<file path="src/rtl/alu_ctrl_pkg.sv">
// Shared definitions for the ALU issue controller.
//   - opcode constants OP_ADD..OP_CMP (1100-1111 reserved)
//   - condition-code constants COND_EQ..COND_NV
//   - NZCV flag bit indices
//   - controller FSM state enum
package alu_ctrl_pkg;

  localparam logic [3:0] OP_ADD  = 4'b0000;
  localparam logic [3:0] OP_SUB  = 4'b0001;
  localparam logic [3:0] OP_MUL  = 4'b0010;
  localparam logic [3:0] OP_OR   = 4'b0011;
  localparam logic [3:0] OP_AND  = 4'b0100;
  localparam logic [3:0] OP_XOR  = 4'b0101;
  localparam logic [3:0] OP_MOVN = 4'b0110;
  localparam logic [3:0] OP_MOV  = 4'b0111;
  localparam logic [3:0] OP_LSR  = 4'b1000;
  localparam logic [3:0] OP_LSL  = 4'b1001;
  localparam logic [3:0] OP_ROR  = 4'b1010;
  localparam logic [3:0] OP_CMP  = 4'b1011;

  localparam logic [3:0] COND_EQ = 4'b0000;
  localparam logic [3:0] COND_NE = 4'b0001;
  localparam logic [3:0] COND_CS = 4'b0010;
  localparam logic [3:0] COND_CC = 4'b0011;
  localparam logic [3:0] COND_MI = 4'b0100;
  localparam logic [3:0] COND_PL = 4'b0101;
  localparam logic [3:0] COND_VS = 4'b0110;
  localparam logic [3:0] COND_VC = 4'b0111;
  localparam logic [3:0] COND_HI = 4'b1000;
  localparam logic [3:0] COND_LS = 4'b1001;
  localparam logic [3:0] COND_GE = 4'b1010;
  localparam logic [3:0] COND_LT = 4'b1011;
  localparam logic [3:0] COND_GT = 4'b1100;
  localparam logic [3:0] COND_LE = 4'b1101;
  localparam logic [3:0] COND_AL = 4'b1110;
  localparam logic [3:0] COND_NV = 4'b1111;

  localparam int FLAG_N = 3;
  localparam int FLAG_Z = 2;
  localparam int FLAG_C = 1;
  localparam int FLAG_V = 0;

  typedef enum logic [1:0] {
    ST_IDLE = 2'd0,
    ST_EXEC = 2'd1,
    ST_MULW = 2'd2,
    ST_WB   = 2'd3
  } state_t;

  // Opcodes 1100-1111 have no ALU function.
  function automatic logic is_reserved(input logic [3:0] op);
    return op[3] & op[2];
  endfunction

endpackage

</file>
<file path="src/rtl/cond_eval.sv">
// Condition-code evaluator (combinational).
//   cond  [3:0] : instruction condition code
//   flags [3:0] : current NZCV register
//   pass        : 1 when the instruction should execute
module cond_eval
  import alu_ctrl_pkg::*;
(
  input  logic [3:0] cond,
  input  logic [3:0] flags,
  output logic       pass
);

  logic n, z, c, v;

  assign n = flags[FLAG_N];
  assign z = flags[FLAG_Z];
  assign c = flags[FLAG_C];
  assign v = flags[FLAG_V];

  always_comb begin
    pass = 1'b0;
    case (cond)
      COND_EQ: pass = z;
      COND_NE: pass = ~z;
      COND_CS: pass = c;
      COND_CC: pass = ~c;
      COND_MI: pass = n;
      COND_PL: pass = ~n;
      COND_VS: pass = v;
      COND_VC: pass = ~v;
      COND_HI: pass = c & ~z;
      COND_LS: pass = ~c | z;
      COND_GE: pass = (n == v);
      COND_LT: pass = (n != v);
      COND_GT: pass = ~z & (n == v);
      COND_LE: pass = z | (n != v);
      COND_AL: pass = 1'b1;
      COND_NV: pass = 1'b0;
      default: pass = 1'b0;
    endcase
  end

endmodule

</file>
<file path="src/rtl/alu_issue_ctrl.sv">
// Issue/sequencing controller in front of the ALU. Accepts one instruction
// at a time, checks its condition against the NZCV register, drives the
// ALU inputs, waits MUL_LAT cycles for MUL, captures result and flags and
// offers the result on a writeback port.
//
// Ports:
//   clk, rst                 clock, asynchronous active-high reset
//   issue_*                  instruction input (valid/ready)
//   alu_reg1/2, alu_iv,
//   alu_opcode, alu_s,
//   alu_flag                 latched operands and current flags to the ALU
//   alu_result, alu_new_flag ALU outputs (combinational, external ALU)
//   wb_valid/ready, wb_rd,
//   wb_data                  writeback toward the register file
//   flags                    NZCV register
//   skipped, illegal         one-cycle pulses in the EXEC cycle
//   state_dbg                current FSM state
//
// Handshakes: a transfer happens on a rising edge where valid and ready
// are both high. Issue: ready is high only in IDLE (and low during reset);
// the source holds fields while valid is high. Writeback: wb_valid stays
// high with wb_rd/wb_data stable until wb_ready is seen.
module alu_issue_ctrl
  import alu_ctrl_pkg::*;
#(
  parameter logic [3:0] MUL_LAT = 4'd4
) (
  input  logic        clk,
  input  logic        rst,
  input  logic        issue_valid,
  output logic        issue_ready,
  input  logic [3:0]  issue_opcode,
  input  logic [3:0]  issue_cond,
  input  logic        issue_s,
  input  logic [3:0]  issue_rd,
  input  logic [31:0] issue_op1,
  input  logic [31:0] issue_op2,
  input  logic [15:0] issue_iv,
  output logic [31:0] alu_reg1,
  output logic [31:0] alu_reg2,
  output logic [15:0] alu_iv,
  output logic [3:0]  alu_opcode,
  output logic        alu_s,
  output logic [3:0]  alu_flag,
  input  logic [31:0] alu_result,
  input  logic [3:0]  alu_new_flag,
  output logic        wb_valid,
  input  logic        wb_ready,
  output logic [3:0]  wb_rd,
  output logic [31:0] wb_data,
  output logic [3:0]  flags,
  output logic        skipped,
  output logic        illegal,
  output logic [1:0]  state_dbg
);

  state_t     state_q, state_d;
  logic [3:0] cnt_q;
  logic [3:0] cond_q;
  logic       cond_pass;
  logic       accept, capture, load_cnt, dec_cnt;

  cond_eval u_cond_eval (
    .cond  (cond_q),
    .flags (flags),
    .pass  (cond_pass)
  );

  assign alu_flag  = flags;
  assign state_dbg = state_q;

  always_ff @(posedge clk or posedge rst) begin
    if (rst) state_q <= ST_IDLE;
    else     state_q <= state_d;
  end

  always_comb begin
    state_d     = state_q;
    issue_ready = 1'b0;
    wb_valid    = 1'b0;
    skipped     = 1'b0;
    illegal     = 1'b0;
    accept      = 1'b0;
    capture     = 1'b0;
    load_cnt    = 1'b0;
    dec_cnt     = 1'b0;
    case (state_q)
      ST_IDLE: begin
        issue_ready = ~rst;
        if (issue_valid && !rst) begin
          accept  = 1'b1;
          state_d = ST_EXEC;
        end
      end
      ST_EXEC: begin
        // Reserved opcodes are rejected regardless of their condition.
        if (is_reserved(alu_opcode)) begin
          illegal = 1'b1;
          state_d = ST_IDLE;
        end else if (!cond_pass) begin
          skipped = 1'b1;
          state_d = ST_IDLE;
        end else if (alu_opcode == OP_MUL && MUL_LAT > 4'd1) begin
          load_cnt = 1'b1;
          state_d  = ST_MULW;
        end else begin
          capture = 1'b1;
        end
      end
      ST_MULW: begin
        if (cnt_q == 4'd1) capture = 1'b1;
        else               dec_cnt = 1'b1;
      end
      ST_WB: begin
        wb_valid = 1'b1;
        if (wb_ready) state_d = ST_IDLE;
      end
      default: state_d = ST_IDLE;
    endcase
    // CMP only updates flags; everything else goes on to writeback.
    if (capture) state_d = (alu_opcode == OP_CMP) ? ST_IDLE : ST_WB;
  end

  always_ff @(posedge clk or posedge rst) begin
    if (rst) begin
      alu_reg1   <= '0;
      alu_reg2   <= '0;
      alu_iv     <= '0;
      alu_opcode <= '0;
      alu_s      <= 1'b0;
      cond_q     <= '0;
      wb_rd      <= '0;
      wb_data    <= '0;
      flags      <= '0;
      cnt_q      <= '0;
    end else begin
      if (accept) begin
        alu_reg1   <= issue_op1;
        alu_reg2   <= issue_op2;
        alu_iv     <= issue_iv;
        alu_opcode <= issue_opcode;
        // CMP always needs its flags, so S is forced on for it.
        alu_s      <= issue_s | (issue_opcode == OP_CMP);
        cond_q     <= issue_cond;
        wb_rd      <= issue_rd;
      end
      if (load_cnt)     cnt_q <= MUL_LAT - 4'd1;
      else if (dec_cnt) cnt_q <= cnt_q - 4'd1;
      if (capture) begin
        if (alu_s) flags <= alu_new_flag;
        if (alu_opcode != OP_CMP) wb_data <= alu_result;
      end
    end
  end

endmodule

</file>
<file path="config.mk">
export PLATFORM = sky130hd
export DESIGN_NAME = alu_issue_ctrl
export DESIGN_NICKNAME = d
export VERILOG_FILES = /design/src/rtl/alu_ctrl_pkg.sv /design/src/rtl/cond_eval.sv /design/src/rtl/alu_issue_ctrl.sv
export SDC_FILE = /design/constraint.sdc
export NUM_CORES = 1
export LEC_CHECK = 0
export BUFFER_PORTS_ARGS = -buffer_cell sky130_fd_sc_hd__clkbuf_2
export CORE_AREA = 4 4 116 118
export DETAILED_ROUTE_END_ITERATION = 8
export DIE_AREA = 0 0 120 122
export GPL_ROUTABILITY_DRIVEN = 0
export PLACE_DENSITY_LB_ADDON = 0.15
export SKIP_CTS_REPAIR_TIMING = 1
export SYNTH_ARGS = -nofsm -noshare
export SYNTH_HDL_FRONTEND = slang
export SYNTH_SLANG_ARGS = --single-unit
</file>
<file path="constraint.sdc">
create_clock -name clk -period 4.65 [get_ports clk]
set_clock_uncertainty 0.1 [all_clocks]
set_input_delay 0.465 -clock clk [delete_from_list [all_inputs] [get_ports clk]]
set_output_delay 0.465 -clock clk [all_outputs]
set_load 0.01 [all_outputs]
</file>
## After elaboration in Yosys (flattened, before gate mapping)

Index checks and enable logic that the tools add are counted.

- Bits in registers: 135
- Input bits: 133
- Output and inout port bits: 135
- Word-level logic and storage cells: 91

- Add/subtract/negate cells: 1
- Eq/ne operators: 28
- Muxes and demuxes: 31
- Bitwise gates (word level): 11
- Reductions and logical operators: 9

Operator list:

| cell | count |
|---|---|
| $eq 4x4->1 const B | 10 |
| $mux 1 | 19 |
| $eq 4x3->1 const B | 4 |
| $pmux 1 s16 | 1 |
| $mux 2 | 7 |
| $eq 4x2->1 const B | 3 |
| $eq 4x1->1 const B | 2 |
| $mux 4 | 2 |
| $ne 3x3->1 const B | 2 |
| $pmux 2 s3 | 1 |
| $ne 5x5->1 const B | 1 |
| $not 1->1 | 5 |
| $eq 2x2->1 const B | 2 |
| $logic_not 4->1 | 1 |
| $ne 4x4->1 const B | 1 |
| $reduce_and 2->1 | 2 |
| $reduce_and 4->1 | 1 |
| $reduce_bool 4->1 | 1 |
| $sub 4x1->4 const B | 1 |
| $and 1x1->1 | 3 |
| $or 1x1->1 | 3 |
| $eq 2x1->1 const B | 1 |
| $logic_not 2->1 | 1 |
| $pmux 1 s2 | 1 |
| 5 further kinds | 5 |

## Longest topological paths before layout

- Word-level depth: 8
- Depth in mapped cells: 9
- Mapped depth without buffers: 8

## Cells and area by module

A second synthesis with hierarchy kept.

- Cells, all modules: 360
- Area, all modules: 5,606.6 sq um

By module, submodules not included:

| module | times used | cells each | area an instance (sq um) | sequential area each (sq um) |
|---|---|---|---|---|
| alu_issue_ctrl | 1 | 337 | 5,451.5 | 3,378.2 |
| cond_eval | 1 | 23 | 155.1 | 0.0 |

## Worst setup path before layout

Ideal clock, no wire load.

- Path type: reg-to-reg
- From: register state_q[1], in the netlist state_dbg[1]
- To: register flags[0], in the netlist alu_flag[0]
- Library setup time: 0.127 ns
- Arrival time: 2.197 ns
- Data required time: 4.423 ns
- Path slack: 2.226 ns
- Stages on the path, launching flop included: 10
- Buffers on the path: 1
- Period minus slack after synthesis: 2.424 ns
- Cell sequence: dfrtp_1 > inv_1 > ha_1 > a21bo_2 > a211oi_1 > a31oi_1 > a31oi_4 > and3_1 > buf_2 > mux2_1

- Word-level cells in the longest chain between the ends: 3
- Elaborated cells on any way between the ends: 4
- Classes of those cells: eq/ne: 2; mux: 1; reduce/logical: 1

Ends and longest elaborated chain:

| element | RTL line | source |
|---|---|---|
| start, declared | alu_issue_ctrl.sv:57 | `state_t state_q, state_d;` |
| start signal, assigned | alu_issue_ctrl.sv:74 | `else state_q <= state_d;` |
| $eq 2x2->1 / $eq 2x1->1 (equally long branches) | alu_issue_ctrl.sv:87 | `case (state_q)` |
| $pmux 1 s2 * | alu_issue_ctrl.sv:87 |  |
| $reduce_and 2->1 (no source line) * | - |  |
| end signal, assigned | alu_issue_ctrl.sv:150 | `if (alu_s) flags <= alu_new_flag;` |
| end, declared | alu_issue_ctrl.sv:51 | `output logic [3:0] flags,` |

Mark *: on every way between the ends. The rest lies on a longest branch, timed or not.
A chain may end at the register's enable or synchronous reset.

## Worst setup path in the final report

- From: register state_q[1], in the netlist state_dbg[1]
- To: register wb_data[30]

- Word-level cells in the longest chain between the ends: 3
- Elaborated cells on any way between the ends: 4
- Classes of those cells: eq/ne: 2; mux: 1; reduce/logical: 1

Ends and longest elaborated chain:

| element | RTL line | source |
|---|---|---|
| $eq 2x2->1 / $eq 2x1->1 (equally long branches) | alu_issue_ctrl.sv:87 |  |
| $pmux 1 s2 * | alu_issue_ctrl.sv:87 |  |
| $reduce_and 2->1 (no source line) * | - |  |
| end signal, assigned | alu_issue_ctrl.sv:151 | `if (alu_opcode != OP_CMP) wb_data <= alu_result;` |
| end, declared | alu_issue_ctrl.sv:50 | `output logic [31:0] wb_data,` |

Marks and branches as above.

==> qor_table.md <==
| Item | Reported | Unit |
|:---|:---|:---|
| Status | complete, no violations | - |
| CP Data Arrival Time | 3.22 | ns |
| Port bufs | 267 | - |
| Final net count | 771 | - |
| Count of endpoints failing setup in the final report | 0 | - |
| Sequential element share of the synthesized area | 60.1 | % |
| Total I/O pin count | 268 | - |
| Number of sinks driven by the clock tree | 135 | - |
| Flop and latch count out of synthesis | 135 | - |
| Number of diodes added for antenna fixing | 0 | - |
| Initial antenna violation count | 0 | - |
| Vias post-DR | 3941 | - |
| Reg clk slew, reported paths | 0.06 | ns |
| Number of buffers on the longest clock path | 2 | - |
| Clock Latency Late Sink | 0.41 | ns |
| Die area | 14600 | µm² |
| Area overhead of the layout relative to synthesis | 36.4 | % |
| Number of synthesized flops with an enable pin | 0 | - |
| Leading cell types by total area after synthesis | sky130_fd_sc_hd__dfrtp_1, sky130_fd_sc_hd__mux2_2, sky130_fd_sc_hd__mux2_4, sky130_fd_sc_hd__mux2_1, sky130_fd_sc_hd__ha_1 | - |
| Layout cells sized above 1 | 66.7 | % |
| Final critical-path required period | 3.03 | ns |
| CTS tree | built | - |
| Total congestion overflow after global routing | 0 | - |
| Async set-or-reset flop fraction in the synthesized netlist | 100 | % |
| Combined global-route utilization of all metal layers | 19.1 | % |
| Slew at the pin closest to its max-slew limit | 0.882 | ns |
| Top Family by Delay on Critical Path | compound AO/OA/AOI/OAI gates | - |
| Effective utilization at floorplan | 45.1 | % |
| Wire length of the first global-routing pass | 21400 | µm |
| Number of global-route vias before repair | 4263 | - |
| Die Y-Extent | 122 | µm |
| Highest cell delay on the worst timing path | 0.52 | ns |
| Combined area of the multi-input logic cells | 2110 | µm² |
| Final count of pins violating max slew | 0 | - |
| Maxcap violations | 0 | - |
| Detailed Routing Iterations Pass 1 | 4 | - |
| Sum of net half-perimeters after detailed placement | 10500 | µm |
| Standard-cell row count | 41 | - |
| Buffers and inverters on the worst path | 1 | - |
| Number of warnings reported in the yosys synthesis log | 0 | - |
| Share of the clock period used by the worst path | 65.2 | % |
| Crit path cell chain | inv_1 > ha_1 > a21bo_2 > a211oi_1 > a31oi_1 > a31oi_4 > nand3b_4 > mux2_1 | - |
| Remaining antenna violation count | 0 | - |
| Top-count cell post-synth | sky130_fd_sc_hd__dfrtp_1 | - |
| Remaining DRCs | 0 | - |
| Filler instances | 1032 | - |
| Max rail drop VDD | 0.317 | mV |
| DR vias/cell | 4.82 | - |
| Most frequently used flop master after synthesis | sky130_fd_sc_hd__dfrtp_1 | - |
| Max stage delay cell, worst path | sky130_fd_sc_hd__mux2_1 | - |
| Fraction of post-synthesis cell area in the top cell type by area | 60.1 | % |
| Detailed-route wire length | 13800 | µm |
| Kind of critical path | reg2reg | - |
| Fmax | 0.330 | GHz |
| Count of mapped cells out of synthesis | 362 | - |
| Maximum fanout along the worst path | 33 | - |
| Clock tree root driver cell | sky130_fd_sc_hd__clkbuf_16 | - |
| Setup repair after global routing missed its margin | no | - |
| Post-Synthesis Mean Instance Area | 15.5 | µm² |
| Top cells by count, synth | sky130_fd_sc_hd__dfrtp_1, sky130_fd_sc_hd__mux2_2, sky130_fd_sc_hd__mux2_4 | - |
| Total negative setup slack | 0 | ns |
| Iteration-0 DRC Markers | 129 | - |
| Worst reg2reg setup slack | 1.62 | ns |
| Leakage power total | 3.98 | nW |
| Required time at the endpoint of the critical path | 4.84 | ns |
| Worst R2R Path Depth | 8 | - |
| Area of all sequential standard cells | 3380 | µm² |
| Placeable Area | 12500 | µm² |
| Cell taking the most area after synthesis | sky130_fd_sc_hd__dfrtp_1 | - |
| Number of buffers created by CTS | 17 | - |
| Power density of the placed cells | 738 | nW/µm² |
| WL per Instance | 16.8 | µm |
| Post-synth net total | 501 | - |
| DIE WIDTH | 120 | µm |
| Reg2reg end | wb_data[30] | - |
| Maximum number of pins on one net before global-route repair | 99 | - |
| Mapped Area | 5620 | µm² |
| Number of standard cells in the layout, taps in and fillers out | 817 | - |
| Element type at the critical path end | register | - |
| Critical Path Start Type | register | - |
| Relative slew margins | 41.2 | % |
| Depth of the CTS H-tree | 4 | - |
| Reg-to-reg startpoint | state_dbg[1] | - |
| Dpl cells | 785 | - |
| Number of endpoints with negative hold slack in the final report | 0 | - |
| Distinct cell type count of the synthesized netlist | 44 | - |
| Worst hold-check path type | in2async | - |
[power by group]
group	switching (mW)	internal, mW
Sequential	0.386	1.77
Combinational	1.04	1.18
Clock	0.495	0.792
Total	1.92	3.74
[layout make-up]
cell class / instances / share of cell area (%)
Sequential cell: 135 / 44.1
Multi-Input combinational cell: 202 / 27.5
Timing Repair Buffer: 270 / 17.7
Clock buffer: 22 / 6.31
Tap cell: 172 / 2.81
Clock inverter: 10 / 1.24
Inverter: 6 / 0.359
[routing by layer]
| layer | vias to the layer above | routed length, µm | global-route usage [%] |
|---|---|---|---|
| met3 | 23 | 1350 | 8.31 |
| met4 | 0 | 261 | 7.80 |
| met1 | 1916 | 5090 | 20.7 |
| li1 | 1823 | - | - |
| met5 | - | 0 | 0 |
| met2 | 179 | 7060 | 32.9 |
[worst register-to-register path, cell delays in order (launching register included)]
cell and delay (ns):
sky130_fd_sc_hd__dfrtp_1 0.42, sky130_fd_sc_hd__inv_1 0.09, sky130_fd_sc_hd__ha_1 0.25, sky130_fd_sc_hd__a21bo_2 0.27
sky130_fd_sc_hd__a211oi_1 0.36, sky130_fd_sc_hd__a31oi_1 0.13, sky130_fd_sc_hd__a31oi_4 0.24, sky130_fd_sc_hd__nand3b_4 0.51
sky130_fd_sc_hd__mux2_1 0.55
[per-stage QoR]
step | hold slack (ns) | worst slack [ns] | total power, mW | cell area [µm²] | util, %
4_1_cts | 0.155 | 1.63 | 5.74 | 7670 | 61.5
5_1_grt | 0.163 | 1.43 | 6.02 | 7670 | 61.5
3_3_place_gp | 0.373 | 1.75 | 4.33 | 7090 | 56.9
3_5_place_dp | 0.380 | 1.64 | 4.42 | 7090 | 56.9
6_report | 0.125 | 1.62 | 5.66 | 7670 | 61.5
2_1_floorplan | 0.400 | 0.474 | 3.52 | 5620 | -
[worst max-delay path by stage]
stage,startpoint,end,slack [ns],depth (start not counted)
floorplan,rst,alu_flag[0],0.47,1
global placement,state_dbg[1],wb_data[30],1.75,8
detailed placement,state_dbg[1],wb_data[28],1.64,8
CTS,state_dbg[1],wb_data[30],1.63,8
global route,state_dbg[1],wb_data[30],1.43,8
finish,state_dbg[1],wb_data[30],1.62,8
[cells by family after synthesis]
group,synth area share [%]
multiplexers,28.2
AO/OA/AOI/OAI,3.38
AND/OR/NAND/NOR,3.83
adder cells (fa/ha/maj),1.34
XOR/XNOR,0.779
flip-flops,60.1
buffers and inverters,2.38
[placed cells by master (no fill, tap or decap), types with 4 or more instances in the layout]
cell,n
sky130_fd_sc_hd__dfrtp_1,135
sky130_fd_sc_hd__inv_1,5
sky130_fd_sc_hd__nor2_1,6
sky130_fd_sc_hd__clkbuf_2,267
sky130_fd_sc_hd__mux2_1,7
sky130_fd_sc_hd__clkbuf_8,4
sky130_fd_sc_hd__a21oi_1,4
sky130_fd_sc_hd__xnor2_1,4
sky130_fd_sc_hd__o21ai_0,5
sky130_fd_sc_hd__ha_1,6
sky130_fd_sc_hd__clkinvlp_4,5
sky130_fd_sc_hd__mux2_4,30
sky130_fd_sc_hd__clkbuf_16,17
sky130_fd_sc_hd__mux2_2,92
sky130_fd_sc_hd__nand2_1,8
[state kept, by name, summed over array words and instances, names as in the netlist, 16 cells and up]
register / count
alu_reg1: 32
alu_reg2: 32
wb_data: 32
alu_iv: 16
No activity file was read; power rests on OpenSTA's default activity.
